<file path="src/rtl/bip_pkg.sv">
// Shared definitions for the BIP processor: opcode map, accumulator-path
// select encodings and the control strobe bundle.
package bip_pkg;

  localparam int OPCODE_LENGTH_DEFAULT = 5;

  localparam int unsigned OP_HLT  = 0;
  localparam int unsigned OP_STO  = 1;
  localparam int unsigned OP_LD   = 2;
  localparam int unsigned OP_LDI  = 3;
  localparam int unsigned OP_ADD  = 4;
  localparam int unsigned OP_ADDI = 5;
  localparam int unsigned OP_SUB  = 6;
  localparam int unsigned OP_SUBI = 7;

  localparam logic SEL_A_OPERAND = 1'b0;
  localparam logic SEL_A_ALU     = 1'b1;
  localparam logic SEL_B_RAM     = 1'b0;
  localparam logic SEL_B_IMM     = 1'b1;

  typedef struct packed {
    logic wr_pc;
    logic wr_acc;
    logic sel_a;
    logic sel_b;
    logic wr_ram;
    logic rd_ram;
  } ctrl_t;

endpackage

</file>
<file path="src/rtl/instruction_decoder.sv">
// BIP control decoder: combinational opcode decode feeding one output
// register stage, so strobes appear one cycle after the opcode is sampled.
module instruction_decoder
  import bip_pkg::*;
#(
  parameter int OPCODE_LENGTH = OPCODE_LENGTH_DEFAULT
) (
  input  logic                     i_clock,
  input  logic                     i_reset,
  input  logic [OPCODE_LENGTH-1:0] i_opcode,
  output logic                     o_wrPC,
  output logic                     o_wrACC,
  output logic                     o_selA,
  output logic                     o_selB,
  output logic [OPCODE_LENGTH-1:0] o_opcode,
  output logic                     o_wrRAM,
  output logic                     o_rdRAM
);

  ctrl_t                     ctrl_d;
  ctrl_t                     ctrl_q;
  logic [OPCODE_LENGTH-1:0]  opcode_q;

  // Undefined opcodes fall through to the default: PC advances, nothing written.
  always_comb begin
    ctrl_d       = '0;
    ctrl_d.wr_pc = 1'b1;
    case (i_opcode)
      OPCODE_LENGTH'(OP_HLT): ctrl_d.wr_pc = 1'b0;
      OPCODE_LENGTH'(OP_STO): ctrl_d.wr_ram = 1'b1;
      OPCODE_LENGTH'(OP_LD): begin
        ctrl_d.wr_acc = 1'b1;
        ctrl_d.sel_a  = SEL_A_OPERAND;
        ctrl_d.sel_b  = SEL_B_RAM;
        ctrl_d.rd_ram = 1'b1;
      end
      OPCODE_LENGTH'(OP_LDI): begin
        ctrl_d.wr_acc = 1'b1;
        ctrl_d.sel_a  = SEL_A_OPERAND;
        ctrl_d.sel_b  = SEL_B_IMM;
      end
      OPCODE_LENGTH'(OP_ADD),
      OPCODE_LENGTH'(OP_SUB): begin
        ctrl_d.wr_acc = 1'b1;
        ctrl_d.sel_a  = SEL_A_ALU;
        ctrl_d.sel_b  = SEL_B_RAM;
        ctrl_d.rd_ram = 1'b1;
      end
      OPCODE_LENGTH'(OP_ADDI),
      OPCODE_LENGTH'(OP_SUBI): begin
        ctrl_d.wr_acc = 1'b1;
        ctrl_d.sel_a  = SEL_A_ALU;
        ctrl_d.sel_b  = SEL_B_IMM;
      end
      default: ;
    endcase
  end

  always_ff @(posedge i_clock or negedge i_reset) begin
    if (!i_reset) begin
      ctrl_q   <= '0;
      opcode_q <= '0;
    end else begin
      ctrl_q   <= ctrl_d;
      opcode_q <= i_opcode;
    end
  end

  assign o_wrPC   = ctrl_q.wr_pc;
  assign o_wrACC  = ctrl_q.wr_acc;
  assign o_selA   = ctrl_q.sel_a;
  assign o_selB   = ctrl_q.sel_b;
  assign o_wrRAM  = ctrl_q.wr_ram;
  assign o_rdRAM  = ctrl_q.rd_ram;
  assign o_opcode = opcode_q;

endmodule

</file>
<file path="config.mk">
export PLATFORM = sky130hd
export DESIGN_NAME = instruction_decoder
export DESIGN_NICKNAME = d
export VERILOG_FILES = /design/src/rtl/bip_pkg.sv /design/src/rtl/instruction_decoder.sv
export SDC_FILE = /design/constraint.sdc
export NUM_CORES = 1
export LEC_CHECK = 0
export CAP_MARGIN = 10
export CORE_AREA = 2 2 39 41
export CTS_CLUSTER_DIAMETER = 200
export DETAILED_ROUTE_END_ITERATION = 10
export DIE_AREA = 0 0 41 43
export HOLD_SLACK_MARGIN = 0.06
export PLACE_DENSITY = 0.64
export SYNTH_ARGS = -nofsm -noshare
export SYNTH_HDL_FRONTEND = slang
export SYNTH_SLANG_ARGS = --single-unit
</file>
<file path="constraint.sdc">
create_clock -name i_clock -period 0.8 [get_ports i_clock]
set_clock_uncertainty 0.2 [all_clocks]
set_input_delay 0.08 -clock i_clock [delete_from_list [all_inputs] [get_ports i_clock]]
set_output_delay 0.08 -clock i_clock [all_outputs]
set_load 0.01 [all_outputs]
</file>
==> results_dict.tcl <==
set metrics [dict create \
    status "complete, but fails checks" \
    violations "negative hold slack, negative setup slack" \
    max_stage_delay_ns 0.37 \
    slew_violations 0 \
    ant_nets 0 \
    post_cts_buffers 0 \
    worstPathMaxFanout 1 \
    swShare 0.215 \
    grt_pass1_vias 257 \
    ys_warn_count 0 \
    syn_inst 19 \
    antenna_found_initial 0 \
    path_class "flip-flop to primary output" \
    hold_violations 16 \
    p_leak_nw 0.266 \
    finalCritPeriodShare 1.32 \
    placementRows 14 \
    drt-total-wl_um 685 \
    drtIter0Drc 0 \
    grt_pass1_wl_um 1090 \
    synth_area_um2 334 \
    slowest_stage "dfrtp_1" \
    io-pin-count 18 \
    required_ns 0.52 \
    max_cap_viol_count 0 \
    final_common_cell "dfrtp_1" \
    drive_gt1_frac 0.439 \
    syn-num-nets 26 \
    clock.fmax_mhz 947 \
    clk_pin_slew_ns 0.06 \
    fin_ws_ns -0.256 \
    drt_pass1_iterations 1 \
    drcViolationCount 0 \
    cts_max_path_buffers 2 \
    numClockSinks 11 \
    syn_avg_cell_area_um2 17.6 \
    pwr-share-clk 0.338 \
    crit_family "flip-flops" \
    crit_arrival_ns 0.78 \
    path_buf_inv 1 \
    rsz0062_at_grt "yes" \
    place_area_um2 544 \
    nets 49 \
    slew_headroom 0.856 \
    synth-seq-cells 11 \
    fin_area_um2 528 \
    finalSetupViolations 11 \
    port_buffers 17 \
    grt_start_max_net_pins 12 \
    grt_usage 0.0982 \
    yosysSeqAreaShare 0.824 \
    routedWlPerCell_um 12.0 \
    seqPwrFrac 0.554 \
    viasPerCell 4.23 \
    fin_tns_setup_ns -2.60 \
    die_h_um 43 \
    cp_cell_sequence "buf_2" \
    syn_to_final_growth_pct 58.1 \
    numCtsBuffers 3 \
    worstHoldPathType "input pin to flip-flop" \
    end_kind "primary output" \
    grt.overflow.total 0 \
    tightest_slew_ns 0.215 \
    total_power_mw 1.06 \
    root_buffer "clkbuf_4" \
    p_per_area_mw_per_mm2 2000 \
    internal_power_uw 830 \
    start_kind "flip-flop" \
    initial_core_util 0.241 \
    place_congestion 0.635 \
    dieArea_mm2 0.00176 \
    cts_tree "done" \
    switching_power_uw 228 \
    layout_common_cells "11 x dfrtp_1, 8 x buf_2, 5 x dlygate4sd2_1, 3 x clkbuf_4, 3 x buf_6" \
    core_area_mm2 0.00138 \
    pwr-share-comb 0.108 \
    htree_levels 1 \
    whs_ns -0.0719 \
    via_count 241 \
    antenna_cells 0 \
    fillers 137 \
    period_minus_slack_ns 1.06 \
    die_x_um 41 \
    ir_worst_vdd_uv 819 \
    synth_cell_types 9 \
]
synth_stat cells:
| cell type | n | area (µm²) |
|---|---|---|
| and2_2 | 1 | 7.51 |
| and3_1 | 1 | 6.26 |
| and3b_1 | 1 | 8.76 |
| dfrtp_1 | 11 | 275 |
| nand3b_1 | 1 | 7.51 |
| nor2_2 | 1 | 6.26 |
| nor2_4 | 1 | 11.3 |
| nor3_1 | 1 | 5.00 |
| nor4_1 | 1 | 6.26 |
final cells by class:
cell class	instances	area, µm²	area share
clock buffers	4	26.3	0.0498
repair buffers	18	148	0.280
flip-flops and latches	11	275	0.521
multi-input cells	8	58.8	0.111
well taps	16	20.0	0.0379
per-layer routing:
metal,track usage,vias up,wire length [µm]
met5,0,-,0
met4,0.0800,0,9
met3,0.0471,2,91
met2,0.138,21,321
met1,0.106,109,263
li1,-,109,-
power by group through the flow:
stage	Combinational (mW)	Sequential, mW	Clock [mW]
3_5_place_dp	0.138	0.595	0
6_report	0.114	0.587	0.358
5_1_grt	0.127	0.588	0.399
3_3_place_gp	0.136	0.594	0
4_1_cts	0.108	0.585	0.370
2_1_floorplan	0.0147	0.608	0
sequential cells by signal, indices dropped and copies added, names as in the netlist:
name      count
o_opcode      5
o_rdRAM       1
o_selA        1
o_selB        1
o_wrACC       1
o_wrPC        1
o_wrRAM       1
cell families after synthesis:
group / Yosys count / share of synthesized area
flops: 11 / 0.824
simple gates: 8 / 0.176
what timing repair did:
action	in CTS	in global routing
pin swaps	1	0
resized for setup	49	3
endpoints found under the setup margin	17	11
hold endpoints to repair	19	18
through the flow:
| step | hold slack [ns] | util | cells | setup slack [ns] |
|---|---|---|---|---|
| after floorplan | -0.416 | - | 19 | 0.121 |
| after global placement | 0.219 | 0.393 | 53 | -0.403 |
| after detailed placement | 0.222 | 0.393 | 53 | -0.431 |
| after CTS | -0.0749 | 0.368 | 57 | -0.267 |
| after global routing | -0.0728 | 0.382 | 57 | -0.283 |
| final | -0.0719 | 0.382 | 57 | -0.256 |
path summary, 6_finish.rpt:
check	startpoint	to	slack, ns	cells past startpoint
max in group asynchronous	i_reset	o_wrACC$_DFF_PN0_	0.36	2
min in group asynchronous	i_reset	o_wrRAM$_DFF_PN0_	-0.06	2
max	o_selA$_DFF_PN0_	o_selA	-0.26	1
min	i_opcode[1]	o_opcode[1]$_DFF_PN0_	-0.07	1
Note: power is estimated with default switching activity, not from simulation.
